`config.mk`:
```
export PLATFORM = sky130hd
export DESIGN_NAME = uart_data_fifo_regs
export DESIGN_NICKNAME = d
export VERILOG_FILES = /design/src/rtl/uart_buf_pkg.sv /design/src/rtl/uart_data_fifo_regs_sync_fifo.sv /design/src/rtl/uart_data_fifo_regs.sv
export SDC_FILE = /design/constraint.sdc
export NUM_CORES = 1
export LEC_CHECK = 0
export CORE_MARGIN = 2
export CORE_UTILIZATION = 30
export CTS_BUF_LIST = sky130_fd_sc_hd__clkbuf_4 sky130_fd_sc_hd__clkbuf_8
export DETAILED_ROUTE_END_ITERATION = 10
export SLEW_MARGIN = 30
export SYNTH_ARGS = -nofsm -noshare
export SYNTH_HDL_FRONTEND = slang
export SYNTH_SLANG_ARGS = --single-unit
```
`constraint.sdc`:
```
create_clock -name clk_i -period 7.5 [get_ports clk_i]
set_input_delay 1.125 -clock clk_i [delete_from_list [all_inputs] [get_ports clk_i]]
set_output_delay 1.125 -clock clk_i [all_outputs]
set_load 0.01 [all_outputs]
```
`src/rtl/uart_buf_pkg.sv`:
```
`default_nettype none
// ============================================================================
// Module   : uart_buf_pkg
// Brief    : Register map, status bit positions and count field offsets
//            for the UART data FIFO register block.
// Revision : 1.0
// ============================================================================
package uart_buf_pkg;

  localparam logic [1:0] ADDR_TXDATA = 2'd0;
  localparam logic [1:0] ADDR_RXDATA = 2'd1;
  localparam logic [1:0] ADDR_STATUS = 2'd2;
  localparam logic [1:0] ADDR_CLEAR  = 2'd3;

  localparam int ST_TX_FULL  = 0;
  localparam int ST_TX_EMPTY = 1;
  localparam int ST_RX_FULL  = 2;
  localparam int ST_RX_EMPTY = 3;
  localparam int ST_TX_OVF   = 4;
  localparam int ST_RX_OVR   = 5;

  localparam int TX_COUNT_LSB = 8;
  localparam int RX_COUNT_LSB = 16;
  localparam int COUNT_FIELD_W = 8;

endpackage
`default_nettype wire

```
`src/rtl/uart_data_fifo_regs_sync_fifo.sv`:
```
`default_nettype none
// ============================================================================
// Module   : sync_fifo
// Brief    : Single-clock FIFO with first-word fall-through head (masked to
//            zero while empty). A push while full is taken only if a pop
//            frees the slot in the same cycle.
// Revision : 1.0
// ============================================================================
module sync_fifo #(
  parameter int W     = 32,
  parameter int DEPTH = 8
) (
  input  logic                     clk_i,
  input  logic                     rst_i,
  input  logic                     push_i,
  input  logic                     pop_i,
  input  logic [W-1:0]             din_i,
  output logic [W-1:0]             dout_o,
  output logic                     full_o,
  output logic                     empty_o,
  output logic [$clog2(DEPTH):0]   count_o
);

  localparam int AW = $clog2(DEPTH);

  logic [W-1:0]  r_mem [DEPTH];
  logic [AW-1:0] r_wptr;
  logic [AW-1:0] r_rptr;
  logic [AW:0]   r_count;
  logic          w_push;
  logic          w_pop;

  assign full_o  = (r_count == (AW+1)'(DEPTH));
  assign empty_o = (r_count == '0);
  assign count_o = r_count;
  assign w_pop   = pop_i & ~empty_o;
  assign w_push  = push_i & (~full_o | w_pop);
  assign dout_o  = empty_o ? '0 : r_mem[r_rptr];

  // Storage is intentionally not reset.
  always_ff @(posedge clk_i) begin
    if (w_push) begin
      r_mem[r_wptr] <= din_i;
    end
  end

  always_ff @(posedge clk_i or posedge rst_i) begin
    if (rst_i) begin
      r_wptr  <= '0;
      r_rptr  <= '0;
      r_count <= '0;
    end else begin
      if (w_push) r_wptr <= r_wptr + AW'(1);
      if (w_pop)  r_rptr <= r_rptr + AW'(1);
      case ({w_push, w_pop})
        2'b10:   r_count <= r_count + (AW+1)'(1);
        2'b01:   r_count <= r_count - (AW+1)'(1);
        default: r_count <= r_count;
      endcase
    end
  end

endmodule
`default_nettype wire

```
`src/rtl/uart_data_fifo_regs.sv`:
```
`default_nettype none
// ============================================================================
// Module   : uart_data_fifo_regs
// Brief    : Memory-mapped TX/RX FIFO pair between the peripheral bus and the
//            UART engines, with status word and sticky overflow flags.
// Revision : 1.0
// ============================================================================
module uart_data_fifo_regs
  import uart_buf_pkg::*;
#(
  parameter int DATA_W   = 32,
  parameter int TX_DEPTH = 8,
  parameter int RX_DEPTH = 8
) (
  input  logic              clk_i,
  input  logic              rst_i,
  input  logic [1:0]        addr_i,
  input  logic              wr_i,
  input  logic              rd_i,
  input  logic [DATA_W-1:0] wdata_i,
  output logic [DATA_W-1:0] rdata_o,
  output logic              tx_valid_o,
  output logic [DATA_W-1:0] tx_data_o,
  input  logic              tx_pop_i,
  input  logic              rx_push_i,
  input  logic [DATA_W-1:0] rx_data_i,
  output logic              rx_full_o
);

  logic                        w_tx_full;
  logic                        w_tx_empty;
  logic [$clog2(TX_DEPTH):0]   w_tx_count;
  logic                        w_rx_full;
  logic                        w_rx_empty;
  logic [$clog2(RX_DEPTH):0]   w_rx_count;
  logic [DATA_W-1:0]           w_rx_head;
  logic [DATA_W-1:0]           w_status;
  logic                        w_tx_wr;
  logic                        w_tx_push;
  logic                        w_rx_pop;
  logic                        w_clr;
  logic                        r_tx_ovf;
  logic                        r_rx_ovr;

  assign w_tx_wr   = wr_i & (addr_i == ADDR_TXDATA);
  // Fullness is judged at cycle start, so a same-cycle TX pop does not make room.
  assign w_tx_push = w_tx_wr & ~w_tx_full;
  assign w_rx_pop  = rd_i & (addr_i == ADDR_RXDATA) & ~w_rx_empty;
  assign w_clr     = wr_i & (addr_i == ADDR_CLEAR);

  sync_fifo #(.W(DATA_W), .DEPTH(TX_DEPTH)) u_tx_fifo (
    .clk_i   (clk_i),
    .rst_i   (rst_i),
    .push_i  (w_tx_push),
    .pop_i   (tx_pop_i),
    .din_i   (wdata_i),
    .dout_o  (tx_data_o),
    .full_o  (w_tx_full),
    .empty_o (w_tx_empty),
    .count_o (w_tx_count)
  );

  sync_fifo #(.W(DATA_W), .DEPTH(RX_DEPTH)) u_rx_fifo (
    .clk_i   (clk_i),
    .rst_i   (rst_i),
    .push_i  (rx_push_i),
    .pop_i   (w_rx_pop),
    .din_i   (rx_data_i),
    .dout_o  (w_rx_head),
    .full_o  (w_rx_full),
    .empty_o (w_rx_empty),
    .count_o (w_rx_count)
  );

  assign tx_valid_o = ~w_tx_empty;
  assign rx_full_o  = w_rx_full;

  always_ff @(posedge clk_i or posedge rst_i) begin
    if (rst_i) begin
      r_tx_ovf <= 1'b0;
      r_rx_ovr <= 1'b0;
    end else begin
      if (w_tx_wr & w_tx_full)                    r_tx_ovf <= 1'b1;
      else if (w_clr & wdata_i[ST_TX_OVF])        r_tx_ovf <= 1'b0;
      if (rx_push_i & w_rx_full & ~w_rx_pop)      r_rx_ovr <= 1'b1;
      else if (w_clr & wdata_i[ST_RX_OVR])        r_rx_ovr <= 1'b0;
    end
  end

  always_comb begin
    w_status = '0;
    w_status[ST_TX_FULL]  = w_tx_full;
    w_status[ST_TX_EMPTY] = w_tx_empty;
    w_status[ST_RX_FULL]  = w_rx_full;
    w_status[ST_RX_EMPTY] = w_rx_empty;
    w_status[ST_TX_OVF]   = r_tx_ovf;
    w_status[ST_RX_OVR]   = r_rx_ovr;
    w_status[TX_COUNT_LSB +: COUNT_FIELD_W] = COUNT_FIELD_W'(w_tx_count);
    w_status[RX_COUNT_LSB +: COUNT_FIELD_W] = COUNT_FIELD_W'(w_rx_count);
  end

  always_comb begin
    rdata_o = '0;
    case (addr_i)
      ADDR_RXDATA: rdata_o = w_rx_head;
      ADDR_STATUS: rdata_o = w_status;
      default:     rdata_o = '0;
    endcase
  end

endmodule
`default_nettype wire

```
==> results.py, run 1 <==
metrics = {
    "detailed_routing": {
        "first_pass_iters": 5,
        "drc": 0,
        "top_layer_used": "met5",
        "wl_met3_um": 2581,
        "routed_via_density": 4.620,
        "routed_wl_um": 45570,
        "dr_wl_met2_um": 21760,
        "vias": 10150,
        "postRouteAntennaNets": 0,
        "met1_length_um": 20230,
        "routedWlPerCell_um": 20.74,
        "drt_iter0_drc": 661,
    },
    "grt": {
        "grt_pass1_wl_um": 67390,
        "antenna_found_initial": 6,
        "grt_usage": 0.1267,
        "grt_max_degree": 65,
        "grt_pass1_vias": 10730,
        "overflow": 0,
    },
    "yosys": {
        "yosysTopAreaCellShare": 0.7328,
        "yosysWarningCount": 0,
        "syn-num-nets": 1074,
        "synth_flop_cell": "edfxtp_1",
        "synthArstFlopShare": 0.04120,
        "syn-instance-count": 988,
        "synth_cell_types": 41,
        "ys_ff_latch": 534,
        "yosys-mux-area-fraction": 0.1654,
        "synth_top_cell_by_area": "edfxtp_1",
        "synth_top_family_by_area": "multiplexers",
        "yosys-top-cells-area": "edfxtp_1, mux4_2, mux2i_1",
        "yosysSeqAreaShare": 0.7591,
        "synth_fa_ha_area_frac": 0.008349,
        "synthSimpleGateAreaFrac": 0.02511,
        "synth_compound_area_frac": 0.01992,
        "synth_edf_count": 512,
        "syn_area_um2": 20980,
        "synth_area_per_cell_um2": 21.23,
        "synth_xor_area_frac": 0.007514,
    },
    "finish": {
        "drive_gt1_frac": 0.2666,
        "layout.nets": 1276,
        "multi_input_area_um2": 4856,
        "final_cell_mix": "edfxtp_1, clkdlybuf4s50_1, mux4_2",
        "layout_commonest_cell": "edfxtp_1",
        "fill_cells": 6389,
        "postLayoutCellArea_um2": 25340,
        "seq_area_um2": 15940,
        "syn2layout_area_growth_pct": 20.77,
    },
    "power": {
        "p_leak_uw": 0.008220,
        "vdd_ir_drop_max_mv": 0.2196,
        "share_comb_of_total_power": 0.278,
        "powerDensity_nw_per_um2": 354.3,
        "p_sw_frac": 0.3041,
        "intPower_uw": 6247,
        "seqPwrFrac": 0.441,
        "netSwitchingPower_uw": 2729,
        "pwr-share-clk": 0.281,
    },
    "placed_design": {
        "gp_congestion": 0.7439,
        "dpl_cell_area_um2": 23560,
        "portBuffers": 137,
        "hpwl_um": 25460,
    },
    "sta": {
        "rsz0062_at_grt": "no",
        "period_share": 0.6498,
        "setup_tns_ns": 0,
        "max-slew-margin-rel": 0.3401,
        "hold_viol": 0,
        "fmax_mhz": 205.2,
        "worstMarginPinSlew_ns": 0.9865,
        "skew_ns": 0.04384,
        "min_period_ns": 4.873,
        "finalMaxSlewViolations": 0,
        "finalSetupViolations": 0,
    },
    "job": {
        "cap_violations": 0,
    },
    "die": {
        "die_w_um": 268.5,
        "start_util": 0.3043,
        "rows": 96,
        "die_h_um": 268.5,
        "die_area_um2": 72070,
        "io-pin-count": 138,
        "core_um2": 68950,
    },
    "clocking": {
        "holdBufCountCts": 0,
        "clock_latency_ns": 0.69,
        "cts_tree": "built",
        "path_clk_slew_ns": 0.06,
        "clockBufferDepth": 3,
        "clkSinkCount": 534,
        "cts_buffers": 89,
        "cts_setup_buffers": 0,
        "htree_levels": 3,
        "cts-root-buf": "clkbuf_8",
        "cts_resized": 0,
    },
    "worst_setup_path": {
        "endpoint_kind": "output pin",
        "start_kind": "flip-flop",
        "cp.required_ns": 6.38,
        "crit_type": "flip-flop to output pin",
        "path_max_fanout": 35,
        "crit_arrival_ns": 3.75,
    },
    "hold_path": {
        "min_path_type": "flip-flop to flip-flop",
    },
    "outcome": {
        "outcome": "complete, no violations",
    },
}
-- synthesized netlist by cell type, types with 5 or more instances --
cell type  count
o21ai_1       13
clkbuf_1      13
xnor2_1        8
a221oi_2      10
mux4_2       118
nand3_1        9
nor3_1         8
inv_1          6
buf_1          5
nand2_1       24
dfrtp_1       22
nand2b_1       5
xor2_1        10
edfxtp_1     512
ha_1          14
mux2i_1       74
buf_4         11
nor2_1        62
a21boi_1      11
buf_2         21
-- metrics by stage --
| step | power [µW] | worst slack [ns] | util | cells | hold slack [ns] |
|---|---|---|---|---|---|
| floorplan | 5596 | 1.986 | - | 988 | 0.4482 |
| global placement | 6556 | 2.395 | 0.3416 | 2030 | 0.4719 |
| detailed placement | 6587 | 2.677 | 0.3417 | 2030 | 0.4907 |
| CTS | 9136 | 2.493 | 0.3674 | 2195 | 0.5054 |
| global route | 9449 | 2.238 | 0.3674 | 2195 | 0.5246 |
| finish | 8976 | 2.627 | 0.3675 | 2197 | 0.5061 |
-- layout make-up --
cell class,count,area share
multi-input combinational,394,0.1916
clock buffer,123,0.05891
tap,931,0.04597
antenna,2,0.0001975
clock inverter,42,0.01101
inverter,8,0.001185
sequential,534,0.6291
timing repair buffer,163,0.06197
-- logic make-up after synthesis --
logic type	after synthesis
adders and majority gates	14
xor gates and xnor gates	18
AOI/OAI and AO/OA	48
muxes	198
and+or+nand+nor	116
DFF	534
buffers and inverters	60
-- metal layers --
layer / vias to the layer above / global-route usage
li1: 4469 / -
met2: 289 / 0.2057
met4: 10 / 0.03919
met5: - / 0
met1: 5300 / 0.1677
met3: 83 / 0.03196
-- state kept, by name (all words and copies together) (netlist names) --
name,cells
u_tx_fifo.r_mem,256
u_tx_fifo.count_o,4
u_rx_fifo.r_mem,256
u_rx_fifo.count_o,4
u_rx_fifo.r_rptr,3
u_tx_fifo.r_rptr,3
r_rx_ovr,1
r_tx_ovf,1
u_tx_fifo.r_wptr,3
u_rx_fifo.r_wptr,3
-- final timing paths --
kind,startpoint,endpoint,slack [ns],depth (start not counted)
worst max register to register,u_rx_fifo.count_o[0],u_rx_fifo.r_mem[3][8],4.46,5
worst max-delay path,u_rx_fifo.r_rptr[0],rdata_o[17],2.63,6
worst min-delay path,r_rx_ovr,r_rx_ovr,0.51,1
max in group asynchronous,rst_i,u_rx_fifo.r_rptr[0],6.14,2
worst min register to register,r_rx_ovr,r_rx_ovr,0.51,1
min in group asynchronous,rst_i,u_tx_fifo.count_o[3],0.89,2
-- critical path, stage by stage (launching register included) --
cell             delay (ns)
dfrtp_4                0.89
buf_4                  0.54
and2_1                 0.63
a221oi_2               0.11
o21ai_1                0.20
a21boi_1               0.15
clkdlybuf4s50_1        0.50
-- power by group through the flow --
stage | logic (µW) | registers [µW] | clock network [µW]
6_report | 2500 | 3960 | 2520
5_1_grt | 2710 | 4020 | 2720
4_1_cts | 2560 | 3970 | 2600
3_5_place_dp | 2560 | 4030 | 0
3_3_place_gp | 2540 | 4020 | 0
2_1_floorplan | 1840 | 3760 | 0
(Power assumes the default switching activity.)
==> inputs of run 2 (changes only) <==
clock period = 4.41 ns   (was 7.5 ns; I/O delays follow)
==> results.py, run 2 (synthesis gave the netlist of run 1 again) <==
metrics = {
    "worst_setup_path": {
        "crit_type": "flip-flop to output pin",
        "crit_chain": "buf_12, and2_1, a221oi_2, o21ai_1, a21boi_1, clkdlybuf4s50_1",
        "cp.buffers_inverters": 2,
        "rr_startpoint": "u_tx_fifo.count_o[1]",
        "r2r_end": "u_tx_fifo.count_o[2]",
        "crit_arrival_ns": 3.45,
        "start_kind": "flip-flop",
        "path_max_fanout": 25,
        "cp.required_ns": 3.75,
        "cp_top_family": "buffers and inverters",
        "rr_worst_depth": 11,
        "endpoint_kind": "output pin",
        "critPathMaxStageDelay_ns": 0.68,
        "rrSetupSlack_ns": 1.59,
        "crit_path_top_delay_cell": "dfrtp_4",
    },
    "detailed_routing": {
        "routed_via_density": 4.623,
        "first_pass_iters": 5,
        "routedWlPerCell_um": 20.76,
        "vias": 10170,
        "drc": 0,
        "postRouteAntennaNets": 0,
        "routed_wl_um": 45640,
        "drt_iter0_drc": 815,
    },
    "die": {
        "rows": 96,
        "core_um2": 68950,
        "io-pin-count": 138,
        "start_util": 0.3043,
        "die_h_um": 268.5,
        "die_w_um": 268.5,
        "die_area_um2": 72070,
    },
    "power": {
        "vdd_ir_drop_max_mv": 0.3188,
        "powerDensity_nw_per_um2": 617.4,
        "p_leak_uw": 0.008353,
    },
    "sta": {
        "finalSetupViolations": 0,
        "min_period_ns": 4.110,
        "period_share": 0.9319,
        "max-slew-margin-rel": 0.4682,
        "skew_ns": 0.04310,
        "setup_tns_ns": 0,
        "worstMarginPinSlew_ns": 0.7977,
        "finalMaxSlewViolations": 0,
        "rsz0062_at_grt": "no",
        "fmax_mhz": 243.3,
        "hold_viol": 0,
    },
    "clocking": {
        "holdBufCountCts": 0,
        "cts_buffers": 89,
        "cts_tree": "built",
        "clockBufferDepth": 3,
        "cts_resized": 0,
        "clkSinkCount": 534,
        "cts_setup_buffers": 0,
        "cts-root-buf": "clkbuf_8",
        "htree_levels": 3,
        "clock_latency_ns": 0.68,
        "path_clk_slew_ns": 0.06,
    },
    "grt": {
        "overflow": 0,
        "antenna_found_initial": 1,
        "grt_pass1_wl_um": 67780,
        "gr-usage-met2": 0.2139,
        "grt_usage": 0.1277,
        "busiest_layer": "met2",
        "grt_pass1_vias": 10980,
        "grt_max_degree": 47,
        "grt.met3_usage": 0.02694,
        "use_met1": 0.1658,
    },
    "placed_design": {
        "portBuffers": 137,
        "gp_congestion": 0.7517,
        "hpwl_um": 26400,
        "dpl_cell_area_um2": 23710,
    },
    "job": {
        "cap_violations": 0,
    },
    "outcome": {
        "outcome": "complete, no violations",
    },
    "finish": {
        "postLayoutCellArea_um2": 25670,
        "largest_registers": "u_rx_fifo.r_mem: 256 flops, u_tx_fifo.r_mem: 256 flops",
        "fill_cells": 6378,
        "syn2layout_area_growth_pct": 22.36,
        "layout_commonest_cell": "edfxtp_1",
        "final_cell_mix": "edfxtp_1, clkdlybuf4s50_1, mux4_2",
        "layout.nets": 1282,
        "drive_gt1_frac": 0.2654,
    },
    "hold_path": {
        "min_path_type": "input port to asynchronous set/reset pin",
    },
}
[run 2: layout make-up]
| type | instances | area [µm²] | area share |
|---|---|---|---|
| sequential | 534 | 15940 | 0.6209 |
| multi-input combinational | 394 | 4862 | 0.1894 |
| timing repair buffer | 169 | 1715 | 0.06682 |
| clock buffer | 117 | 1466 | 0.05712 |
| tap | 931 | 1165 | 0.04537 |
| clock inverter | 44 | 488.0 | 0.01901 |
| inverter | 8 | 30.03 | 0.001170 |
| antenna | 2 | 5.005 | 0.0001950 |
[run 2: per-layer routing]
layer	wire length [µm]	share of wire
met1	19820	0.43
met2	22420	0.49
met3	2379	0.052
met4	1008	0.022
met5	16	0.00035
[run 2: where the power goes]
| group | switching, µW | internal, µW | leakage, µW |
|---|---|---|---|
| Combinational | 2120 | 2280 | 0.00245 |
| Clock | 1940 | 2770 | 0.00102 |
| Sequential | 592 | 6140 | 0.00489 |
| Total | 4650 | 11200 | 0.00835 |
[run 2: how the worst max path moves through the flow]
stage,to,startpoint,cells after the start
2_1_floorplan,u_rx_fifo.r_mem[2][0],addr_i[1],6
3_3_place_gp,rdata_o[17],u_rx_fifo.r_rptr[0],6
3_5_place_dp,rdata_o[11],addr_i[1],9
4_1_cts,rdata_o[11],u_rx_fifo.r_rptr[0],6
5_1_grt,rdata_o[11],u_rx_fifo.r_rptr[0],6
6_report,rdata_o[11],u_rx_fifo.r_rptr[0],6
[run 2: worst register-to-register path, cell delays in order (launching register included)]
cell	delay [ns]
dfrtp_1	0.48
nor4_4	0.44
buf_12	0.26
inv_2	0.10
and2_4	0.21
ha_1	0.29
xor2_1	0.17
ha_1	0.18
a21oi_1	0.15
xor2_1	0.18
nor2_1	0.07
xor2_1	0.14
[run 2: through the flow]
step | hold WS (ns) | util | std cells | total power (µW) | setup WS, ns
global route | 0.3734 | 0.3723 | 2197 | 16600 | 0.1697
floorplan | 0.4482 | - | 988 | 9519 | 0.2026
global placement | 0.4765 | 0.3437 | 2035 | 11300 | 0.7401
detailed placement | 0.4763 | 0.3439 | 2036 | 11370 | 0.6946
finish | 0.3487 | 0.3724 | 2199 | 15850 | 0.3004
CTS | 0.3123 | 0.3723 | 2197 | 16120 | 0.2204
